`src/rtl/sevenseg_pin_monitor.sv`:
```
// Multiplexed 8-digit hex display of one selectable Propeller pin bus.
// Snapshots the value once per frame; freeze holds it, dp flags a frozen frame.
module sevenseg_pin_monitor #(
  parameter int unsigned SCAN_DIV     = 16384,
  parameter int unsigned BLANK_CYCLES = 1024,
  parameter bit          LZB          = 1'b0
) (
  input  logic        clock,
  input  logic        reset,
  input  logic [31:0] pin_in,
  input  logic [31:0] pin_out,
  input  logic [31:0] pin_dir,
  input  logic [1:0]  sel,
  input  logic        freeze,
  output logic [7:0]  an,
  output logic [6:0]  seg,
  output logic        dp
);

  localparam int unsigned PW = (SCAN_DIV > 1) ? $clog2(SCAN_DIV) : 1;
  localparam logic [PW-1:0] PrescLast = PW'(SCAN_DIV - 1);

  logic [PW-1:0] presc_q, presc_d;
  logic [2:0]    digit_q, digit_d;
  logic [31:0]   snap_q, snap_d;
  logic          frozen_q, frozen_d;
  logic          load_pend_q;
  logic [7:0]    an_d;
  logic [6:0]    seg_d;
  logic          dp_d;

  logic        terminal, boundary, in_blank, lz_acc;
  logic [31:0] src;
  logic [3:0]  nib;
  logic [7:0]  lead_zero;

  function automatic logic [6:0] decode(input logic [3:0] v);
    unique case (v)
      4'h0: decode = 7'h40;
      4'h1: decode = 7'h79;
      4'h2: decode = 7'h24;
      4'h3: decode = 7'h30;
      4'h4: decode = 7'h19;
      4'h5: decode = 7'h12;
      4'h6: decode = 7'h02;
      4'h7: decode = 7'h78;
      4'h8: decode = 7'h00;
      4'h9: decode = 7'h10;
      4'hA: decode = 7'h08;
      4'hB: decode = 7'h03;
      4'hC: decode = 7'h46;
      4'hD: decode = 7'h21;
      4'hE: decode = 7'h06;
      default: decode = 7'h0E;
    endcase
  endfunction

  always_comb begin
    terminal = (presc_q == PrescLast);
    // The first cycle out of reset counts as a frame boundary.
    boundary = load_pend_q || (terminal && (digit_q == 3'd7));
    in_blank = 32'(presc_q) < BLANK_CYCLES;

    unique case (sel)
      2'd0:    src = pin_in;
      2'd1:    src = pin_out;
      2'd2:    src = pin_dir;
      default: src = pin_out & pin_dir;
    endcase

    nib = 4'(snap_q >> {digit_q, 2'b00});

    // lead_zero[d]: every nibble at index >= d is zero; digit 0 never blanks.
    lz_acc    = 1'b1;
    lead_zero = '0;
    for (int d = 7; d >= 1; d--) begin
      lz_acc       = lz_acc && (snap_q[4*d +: 4] == 4'h0);
      lead_zero[d] = lz_acc;
    end

    presc_d  = terminal ? '0 : presc_q + 1'b1;
    digit_d  = terminal ? digit_q + 3'd1 : digit_q;
    snap_d   = (boundary && !freeze) ? src : snap_q;
    frozen_d = boundary ? freeze : frozen_q;

    an_d  = 8'hFF;
    seg_d = 7'h7F;
    dp_d  = 1'b1;
    if (!in_blank && !(LZB && lead_zero[digit_q])) begin
      an_d  = ~(8'h01 << digit_q);
      seg_d = decode(nib);
      dp_d  = !((digit_q == 3'd0) && frozen_q);
    end
  end

  always_ff @(posedge clock) begin
    if (reset) begin
      presc_q     <= '0;
      digit_q     <= '0;
      snap_q      <= '0;
      frozen_q    <= 1'b0;
      load_pend_q <= 1'b1;
      an          <= 8'hFF;
      seg         <= 7'h7F;
      dp          <= 1'b1;
    end else begin
      presc_q     <= presc_d;
      digit_q     <= digit_d;
      snap_q      <= snap_d;
      frozen_q    <= frozen_d;
      load_pend_q <= 1'b0;
      an          <= an_d;
      seg         <= seg_d;
      dp          <= dp_d;
    end
  end

endmodule

```
`config.mk`:
```
export PLATFORM = sky130hd
export DESIGN_NAME = sevenseg_pin_monitor
export DESIGN_NICKNAME = d
export VERILOG_FILES = /design/src/rtl/sevenseg_pin_monitor.sv
export SDC_FILE = /design/constraint.sdc
export NUM_CORES = 1
export LEC_CHECK = 0
export ABC_AREA = 1
export CAP_MARGIN = 20
export CORE_ASPECT_RATIO = 0.5
export CORE_UTILIZATION = 42
export CTS_BUF_LIST = sky130_fd_sc_hd__clkbuf_16
export DETAILED_ROUTE_END_ITERATION = 8
export GPL_TIMING_DRIVEN = 0
export PLACE_DENSITY_LB_ADDON = 0.3
export SYNTH_ARGS = -nofsm -noshare
export SYNTH_HDL_FRONTEND = slang
export SYNTH_SLANG_ARGS = --single-unit
```
`constraint.sdc`:
```
create_clock -name clock -period 1.8 [get_ports clock]
set_clock_uncertainty 0.1 [all_clocks]
set_input_delay 0.18 -clock clock [delete_from_list [all_inputs] [get_ports clock]]
set_output_delay 0.18 -clock clock [all_outputs]
set_load 0.01 [all_outputs]
```
==> impl_results.md, run 1 <==
* Asr flop ratio synth at 0%
* Tot Pwr at 3.98 mW
* Syn Inst Count at 568
* Crit path kind: reg2reg
* CTS tree: built
* Layout Nets at 821
* Clk_lat worst skew at 0.33 ns
* Worst vdd ir at 0.000457 V
* Switching Share at 25.2%
* Core area at 0.00829 mm2
* Largest net degree at the start of global routing at 16
* Most frequent cells in the layout: nand2_1 (130), clkdlybuf4s50_1 (114), nor2_1 (99), dfxtp_1 (63), inv_1 (62)
* Slew Limit Fails at 0
* Final Setup Violations at 7
* Vias at 4132
* Final wirelength at 11400 um
* WHS at 0.276 ns
* Number of flops mapped to enable cells by yosys at 0
* Post-DP HPWL at 8040 um
* Final worst path period need at 1.93 ns
* Hold Path Class: in2reg
* LEAKAGE at 2.54 nW
* Global-route wire length before repair at 17900 um
* CP Launch Type: register
* Flops & latches, synth at 67
* Most used DFF post-synth: dfxtp_1
* DRT Pass-1 Iters at 5
* TritonCTS Buffers at 9
* Sequential fraction of design power at 39.5%
* CTS clk-pin slew, worst paths at 0.05 ns
* CP top delay family: simple AND/OR/NAND/NOR gates
* Buffers and inverters on the worst path at 5
* Num rows at 23
* Worst path max stage delay at 0.33 ns
* GRT Overall Usage at 25.1%
* Unrepaired setup endpoints after global routing: yes
* Final Instance Count excl. Fillers at 825
* Synth warn at 0
* I/O Buffers at 114
* Worst path cell trace: buf_6 -> buf_12 -> inv_12 -> nand2_1 -> nand3_2 -> nand3_2 -> nand2_4 -> buf_12 -> ha_4 -> inv_4 -> nand3_2 -> nand3_2 -> nand2_2 -> nand2_2
* Worst setup slack after layout at -0.134 ns
* Register area share after synthesis at 36.0%
* Slowest library cell on the worst path: dfxtp_2
* MaxCap Viol Count at 0
* Switch Pwr at 1.01 mW
* Setup WS pre-CTS at -0.222 ns
* Final std cell area, no fill at 0.00574 mm2
* Antenna Cells at 0
* Commonest non-fill, non-tap cell in the layout: nand2_1
* Netlist cell types at 34
* Clock network fraction of total power at 42.0%
* Drt initial violations at 273
* Dpl cells at 794
* GPL Wtd Cong at 0.873
* Violated checks: setup timing
* CTS max path bufs at 2
* Initial antenna violation count at 0
* Worst-margin pin slew at 0.488 ns
* Required time of the worst setup path at 1.90 ns
* Layout overhead on the synthesized area at 54.3%
* PD cells at 693 mW/mm2
* Die area at 0.00927 mm2
* Endpoints failing hold at 0
* Root Buffer: clkbuf_16
* Worst-path fanout max at 15
* Share of layout cells above drive strength 1 at 15.6%
* WP data arrival at 2.04 ns
* Die Width at 135 um
* Final period utilization at 107%
* Starting density of the core at 44.9%
* Drt wl/cell at 13.9 um
* DRC at 0
* CP endpoint kind: register
* Relative slew slack at 67.5%
* Synth Area per Inst at 6.55 um2
* Total grt overflow at 0
* Number of global-route vias before repair at 3681
* Netlist area before placement at 0.00372 mm2
* Design internal power at 2.98 mW
* Height of the die at 68.6 um
* I/O pin total at 117
* Worst path most repeated cell: nand3_2
* Outcome: finished with violations
* Clock Sinks at 67
* F_max at 0.517 GHz
* Placed inst area at 0.00501 mm2
* Comb pwr share at 18.5%
* H-tree level count at 3
* Vias per cell at 5.01
* ANT nets after route at 0
* Mapped Nets at 681
-- through the flow --
step | TNS (ns) | util (%)
floorplan | 0 | -
global placement | -0.874 | 60.5
detailed placement | -1.09 | 60.5
CTS | -0.146 | 67.3
global route | -1.09 | 69.3
finish | -0.477 | 69.3
-- power by group through the flow --
stage          Sequential [mW]  Clock [mW]  Combinational [mW]
2_1_floorplan             1.59           0               0.329
3_3_place_gp              1.60           0               0.622
3_5_place_dp              1.60           0               0.631
4_1_cts                   1.57        1.69               0.678
5_1_grt                   1.58        1.76               0.809
6_report                  1.57        1.67               0.737
-- cells by family (layout without fill, tap and decap cells) --
kind of cell             Yosys count  count (layout)  synth area share [%]
flip-flops                        67              67                  36.0
XOR/XNOR                           3               3                 0.706
buffers and inverters             99             244                  11.6
adder cells (fa/ha/maj)           12              12                  4.03
AND/OR/NAND/NOR                  334             334                  38.1
AO/OA/AOI/OAI                     53              53                  9.61
-- layout make-up --
type,count,area [um2]
clock inverters,7,61.3
flip-flops and latches,67,1350
repair buffers,130,1330
inverters,73,304
well taps,112,140
plain buffers,25,170
multi-input cells,402,2170
clock buffers,9,225
fillers,654,2540
-- synth_stat cells, types with 2 or more instances --
| cell type | n | area share [%] |
|---|---|---|
| nand2_1 | 141 | 14 |
| inv_1 | 64 | 6.5 |
| or2_2 | 2 | 0.34 |
| clkinv_1 | 2 | 0.20 |
| nor2_2 | 2 | 0.34 |
| buf_6 | 4 | 1.2 |
| a21oi_1 | 11 | 1.5 |
| dfxtp_1 | 67 | 36 |
| nand3_1 | 55 | 7.4 |
| o21ai_0 | 6 | 0.81 |
| nand3_2 | 2 | 0.54 |
| buf_2 | 14 | 1.9 |
| nor3_1 | 17 | 2.3 |
| ha_1 | 12 | 4.0 |
| nor2_1 | 104 | 10 |
| o22ai_1 | 15 | 2.5 |
| o211ai_1 | 2 | 0.40 |
| xnor2_1 | 2 | 0.47 |
| nand2_2 | 3 | 0.50 |
| nand2_4 | 2 | 0.60 |
| inv_2 | 5 | 0.50 |
| nand4_1 | 3 | 0.50 |
| clkbuf_1 | 4 | 0.40 |
| o221ai_1 | 17 | 4.0 |
| buf_1 | 3 | 0.30 |
-- state kept, by name, summed over array words and instances (netlist names) --
| signal | count |
|---|---|
| seg | 7 |
| an | 8 |
| snap_q | 32 |
| frozen_q | 1 |
| dp | 1 |
| load_pend_q | 1 |
| digit_q | 3 |
| presc_q | 14 |
-- per-layer routing --
layer | GRT usage, % | share of wire [%] | vias up
li1 | - | - | 2096
met1 | 33.1 | 46 | 1849
met2 | 41.5 | 45 | 162
met3 | 5.41 | 7.0 | 25
met4 | 7.72 | 2.2 | 0
met5 | 0 | 0 | -
-- what timing repair did --
action	4_1_cts	5_1_grt
endpoints found under the setup margin	11	43
hold buffers	0	0
setup buffers	11	3
cloned	1	1
pin swaps	22	18
resized for setup	38	37
-- worst min-delay path: stages --
cell and delay (ns):
buf_2 0.17, nor3_1 0.07, nor2_1 0.11, nor2_1 0.06, nor2_1 0.08
-- path summary, 6_finish.rpt --
check / start / endpoint / slack [ns] / cells after the start
worst max register to register: digit_q[0] / seg[3] / -0.13 / 14
worst max-delay path: digit_q[0] / seg[3] / -0.13 / 14
worst min register to register: snap_q[21] / snap_q[21] / 0.36 / 2
worst min-delay path: sel[1] / snap_q[9] / 0.28 / 5
Note: power is estimated with default switching activity, not from simulation.
==> run 2, diff against run 1 <==
Settings changed: CTS_BUF_LIST sky130_fd_sc_hd__clkbuf_16 to unset, GPL_TIMING_DRIVEN 0 to 1.
==> run 2 against run 1 <==
Net effect:
- the run still ends with setup timing left
- power is 6.6% higher
- register-to-register slack better by 0.12 ns
- hold slack better by 0.095 ns
- largest power group unchanged
- die area stayed put
- sequential share of layout area is 0.16 points higher
- worst setup slack better by 0.12 ns
- count of clock-buffer cells in the layout is 1 higher
- flip-flop and latch count stayed put
- critical path depth is 4 lower
- first-iteration DRC count is 19% higher
- sequential power hardly changed
==> impl_results.md, run 2 (synthesis gave the netlist of run 1 again) <==
* Final std cell area, no fill at 0.00572 mm2 (-0.33%)
* Layout Nets at 813 (-0.97%)
* Antenna Cells at 0 (unchanged)
* Core area at 0.00829 mm2 (unchanged)
* GPL Wtd Cong at 0.921 (+5.5%)
* Vias at 4118 (-0.34%)
* Total grt overflow at 0 (unchanged)
* Unrepaired setup endpoints after global routing: yes
* Worst-margin pin slew at 0.305 ns (-0.183 ns)
* Worst setup slack after layout at -0.00994 ns (+0.124 ns)
* Vias per cell at 5.05 (+0.76%)
* CTS clk-pin slew, worst paths at 0.05 ns (about the same)
* Crit path kind: reg2reg
* LEAKAGE at 2.52 nW (-0.65%)
* GRT Overall Usage at 23.5% (-1.5 points)
* I/O Buffers at 116 (+1.8%)
* I/O pin total at 117 (unchanged)
* Num rows at 23 (unchanged)
* Commonest non-fill, non-tap cell in the layout: nand2_1
* Drt wl/cell at 13.6 um (-2.1%)
* Root Buffer: clkbuf_16
* Hold Path Class: reg2reg
* Tot Pwr at 4.25 mW (+6.6%)
* Worst vdd ir at 0.000417 V (-8.8%)
* MaxCap Viol Count at 0 (unchanged)
* Outcome: finished with violations
* Initial antenna violation count at 0 (unchanged)
* DRT Pass-1 Iters at 5 (unchanged)
* Final period utilization at 101% (-6.9 points)
* Max FFs per register at 32 (unchanged)
* Layout overhead on the synthesized area at 53.8%
* Final worst path period need at 1.81 ns (-0.124 ns)
* Share of layout cells above drive strength 1 at 14.1% (-1.5 points)
* Finished Core Util at 69.1% (-0.23 points)
* Required time of the worst setup path at 1.92 ns (+0.02 ns)
* CTS max path bufs at 2 (unchanged)
* Relative slew slack at 79.6% (+12 points)
* Most frequent cells in the layout: nand2_1 (135), clkdlybuf4s50_1 (116), nor2_1 (102), dfxtp_1 (63), inv_1 (61)
* PD cells at 742 mW/mm2 (+6.9%)
* Height of the die at 68.6 um (unchanged)
* Clock Sinks at 67 (unchanged)
* Largest net degree at the start of global routing at 36 (+20)
* Setup TNS at -0.00994 ns (+0.467 ns)
* Top reg by flops: snap_q
* Drt initial violations at 325 (+19%)
* ANT nets after route at 0 (unchanged)
* Slew Limit Fails at 0 (unchanged)
* DRC at 0 (unchanged)
* Top flop regs: snap_q (32), presc_q (14), an (8)
* Final Setup Violations at 1 (-6)
* CP endpoint kind: register
* Placed inst area at 0.00510 mm2 (+1.7%)
* WHS at 0.371 ns (+0.0951 ns)
* Violated checks: setup timing
* Endpoints failing hold at 0 (unchanged)
* Global-route wire length before repair at 16900 um (-5.5%)
* TritonCTS Buffers at 9 (unchanged)
* Post-DP HPWL at 7750 um (-3.6%)
* Die area at 0.00927 mm2 (unchanged)
* Worst-case reg-to-reg path depth at 10 (-4)
* H-tree level count at 3 (unchanged)
* Number of global-route vias before repair at 3639 (-1.1%)
* Clk_lat worst skew at 0.33 ns (about the same)
* CTS tree: built
* CP Launch Type: register
* Final wirelength at 11100 um (-3.2%)
* Hold Crit Depth at 2 (-3)
* Worst-path fanout max at 8 (-7)
* WP data arrival at 1.93 ns (-0.11 ns)
* Die Width at 135 um (unchanged)
* F_max at 0.553 GHz (+6.9%)
* Starting density of the core at 44.9% (unchanged)
* Worst reg-to-reg setup slack at -0.01 ns (+0.12 ns)
## run 2: final cells by class
type | count | area, um2
Clock buffer | 10 | 229
Clock inverter | 5 | 103
Fill cell | 658 | 2560
Inverter | 73 | 292
Multi-Input combinational cell | 402 | 2140
Sequential cell | 67 | 1350
Tap cell | 112 | 140
Timing Repair Buffer | 147 | 1470
## run 2: worst max-delay path, cell delays in order, from the launching register on
cell and delay [ns]:
dfxtp_4 0.38, buf_6 0.14, o211ai_1 0.20, nand3_1 0.15, nand2_4 0.15, inv_4 0.06, ha_4 0.17, nand2_1 0.11
nand3_2 0.10, nand2_2 0.07, nand2_1 0.05
## run 2: path summary, 6_finish.rpt
path         startpoint    endpoint
min          snap_q[15]  snap_q[15]
max reg2reg  digit_q[0]      seg[3]
min reg2reg  snap_q[15]  snap_q[15]
max          digit_q[0]      seg[3]
## run 2: per-layer routing
metal | wire length [um] | up-vias | share of wire (%) | global-route usage (%)
met2 | 4990 | 143 | 45 | 37.9
li1 | - | 2092 | - | -
met1 | 5170 | 1858 | 47 | 31.4
met3 | 719 | 25 | 6.5 | 4.97
met5 | 0 | - | 0 | 0
met4 | 189 | 0 | 1.7 | 8.85
## run 2: timing repair
action                                  CTS  global route
gates cloned                              0             1
pin swaps                                 0            21
resized for setup                         2            52
setup buffers                             0             7
hold buffers                              0             0
endpoints found under the setup margin    2            43
## run 2: metrics by stage
step / setup WS [ns] / std cells
after floorplan: 0.0155 / 568
after global routing: -0.104 / 816
after detailed placement: -0.0238 / 793
after global placement: 0.0363 / 793
after CTS: 0.0253 / 808
final: -0.00994 / 816
## run 2: power by group
group	leakage, nW	internal [mW]	switching, mW
combinational	1.81	0.381	0.341
sequential	0.550	1.54	0.0262
clock	0.159	1.34	0.617
total	2.52	3.26	0.984
==> run 3, diff against run 2 <==
Settings changed: CELL_PAD_IN_SITES_DETAIL_PLACEMENT set to 1, CELL_PAD_IN_SITES_GLOBAL_PLACEMENT set to 1, CORE_UTILIZATION 42 to 29.
==> run 3 against run 2 <==
Net effect:
- the flow still finishes with violations (setup timing)
- critical path depth grew 2
- power grew 1.8%
- critical path type unchanged
- final area is 1.9% higher
- largest cell class unchanged
- wire length rose by 13%
- sequential power barely moved
- cell count is 7.5% higher
==> impl_results.md, run 3 (synthesis gave the netlist of run 1 again) <==
* Outcome: finished with violations
* Violated checks: setup timing
* Most frequent cells in the layout: nand2_1 (135), clkdlybuf4s50_1 (116), nor2_1 (98), dfxtp_1 (63), inv_1 (60)
* CTS clk-pin slew, worst paths at 0.05 ns (about the same)
* Num rows at 28 (+22%)
* Required time of the worst setup path at 1.92 ns (about the same)
* CTS Hold Bufs at 0 (unchanged)
* Hold Path Class: reg2reg
* Endpoints failing hold at 0 (unchanged)
* GRT Overall Usage at 19.4% (-4.2 points)
* MaxCap Viol Count at 0 (unchanged)
* Worst vdd ir at 0.000483 V (+16%)
* LEAKAGE at 2.55 nW (+1.0%)
* Core area at 0.0122 mm2 (+47%)
* WP data arrival at 1.94 ns (about the same)
* Slowest library cell on the worst path: dfxtp_4
* Finished Core Util at 48.0% (-21 points)
* Worst-path fanout max at 8 (unchanged)
* Buffers and inverters on the worst path at 3 (+1)
* Worst path cell trace: buf_4 -> nand2_1 -> nand3_1 -> nand3_1 -> nand2_2 -> buf_4 -> ha_4 -> inv_2 -> nand3_2 -> nand3_2 -> nand2_2 -> nand2_1
* CTS tree: built
* Antenna Cells at 0 (unchanged)
* Worst setup slack after layout at -0.0191 ns (-0.00920 ns)
* Placed inst area at 0.00525 mm2 (+2.8%)
* Crit path kind: reg2reg
* Top reg by flops: snap_q
* DRT Pass-1 Iters at 4 (-1)
* Final worst path period need at 1.82 ns (+0.00920 ns)
* Commonest non-fill, non-tap cell in the layout: nand2_1
* H-tree level count at 3 (unchanged)
* I/O pin total at 117 (unchanged)
* Slew Limit Fails at 0 (unchanged)
* Vias at 4097 (-0.51%)
* GPL Wtd Cong at 0.849 (-7.9%)
* Setup TNS at -0.0191 ns (-0.00920 ns)
* Total grt overflow at 0 (unchanged)
* Post-DP HPWL at 9300 um (+20%)
* I/O Buffers at 116 (unchanged)
* Initial antenna violation count at 0 (unchanged)
* ANT nets after route at 0 (unchanged)
* Drt initial violations at 147 (-55%)
* Setup WS pre-CTS at -0.0883 ns (-0.0645 ns)
* PD cells at 741 mW/mm2 (-0.11%)
* CP Launch Type: register
* Relative slew slack at 75.5% (-4.1 points)
* Final wirelength at 12500 um (+13%)
* Worst-margin pin slew at 0.367 ns (+0.0622 ns)
* CTS max path bufs at 2 (unchanged)
* Root Buffer: clkbuf_16
* Starting density of the core at 30.6% (-14 points)
* DRC at 0 (unchanged)
* Final Setup Violations at 1 (unchanged)
* F_max at 0.550 GHz (-0.51%)
* CP top delay family: simple AND/OR/NAND/NOR gates
* Clock Sinks at 67 (unchanged)
* Layout overhead on the synthesized area at 56.7%
* Worst path max stage delay at 0.39 ns (about the same)
* Final std cell area, no fill at 0.00583 mm2 (+1.9%)
* Layout fillers at 1518 (+130%)
* Height of the die at 82.1 um (+20%)
* Final period utilization at 101% (+0.51 points)
* Die Width at 162 um (+20%)
* Vias per cell at 4.67 (-7.4%)
* Max FFs per register at 32 (unchanged)
* Die area at 0.0133 mm2 (+44%)
* Share of layout cells above drive strength 1 at 14.7% (+0.68 points)
* Largest net degree at the start of global routing at 34 (-5.6%)
* Drt wl/cell at 14.3 um (+5.5%)
* Clk_lat worst skew at 0.34 ns (about the same)
* Number of global-route vias before repair at 4160 (+14%)
* Top flop regs: snap_q (32), presc_q (14), an (8)
* TritonCTS Buffers at 9 (unchanged)
* CP endpoint kind: register
* Unrepaired setup endpoints after global routing: yes
* Layout Nets at 820 (+0.86%)
* Global-route wire length before repair at 20200 um (+20%)
* Tot Pwr at 4.32 mW (+1.8%)
[run 3: cell types whose count changed in the layout (fill, tap and decap cells not counted), moves of 4 or more]
cell / delta
nor2_1: -4
buf_4: +6
nand3_1: +4
nand3_2: -5
nor2_2: +4
[run 3: layout make-up]
| type | instances | area [um2] | area share, % |
|---|---|---|---|
| clock inverters | 4 | 98.8 | 1.69 |
| inverters | 73 | 295 | 5.06 |
| flip-flops and latches | 67 | 1350 | 23.2 |
| repair buffers | 154 | 1530 | 26.3 |
| multi-input cells | 402 | 2110 | 36.2 |
| well taps | 165 | 206 | 3.54 |
| clock buffers | 12 | 236 | 4.05 |
[run 3: report_power, final]
part / total, mW / internal [mW] / switching, mW
Clock: 2.01 / 1.36 / 0.651
Combinational: 0.744 / 0.390 / 0.354
Sequential: 1.57 / 1.54 / 0.0281
[run 3: what timing repair did]
item / 4_1_cts / 5_1_grt
buffers inserted: 2 / 6
pin swaps: 1 / 17
setup endpoints to repair: 6 / 41
gates resized for setup: 8 / 46
[run 3: routing by layer]
layer,global-route usage (%),wire length [um],share of wire [%],vias to the layer above
met2,30.9,5380,43,106
li1,-,-,-,2093
met4,6.13,252,2.0,0
met1,25.4,6190,49,1874
met3,5.49,720,5.7,24
met5,0,0,0,-
[run 3: stage by stage]
| step | cells | hold slack, ns |
|---|---|---|
| global placement | 853 | 0.298 |
| CTS | 871 | 0.320 |
| detailed placement | 853 | 0.307 |
| floorplan | 568 | 0.108 |
| finish | 877 | 0.316 |
| global route | 877 | 0.342 |
[run 3: final timing paths]
kind                                 start     end  slack [ns]  cells after the start
worst max-delay path            digit_q[0]  seg[3]       -0.02                     12
worst min-delay path              frozen_q      dp        0.32                      1
worst max register to register  digit_q[0]  seg[3]       -0.02                     12
worst min register to register    frozen_q      dp        0.32                      1
[run 3: worst reg2reg max path: stages, from the launching register on]
cell and delay, ns:
dfxtp_4 0.39, buf_4 0.16, nand2_1 0.07, nand3_1 0.09
nand3_1 0.09, nand2_2 0.09, buf_4 0.16, ha_4 0.26
inv_2 0.04, nand3_2 0.07, nand3_2 0.06, nand2_2 0.07
nand2_1 0.06
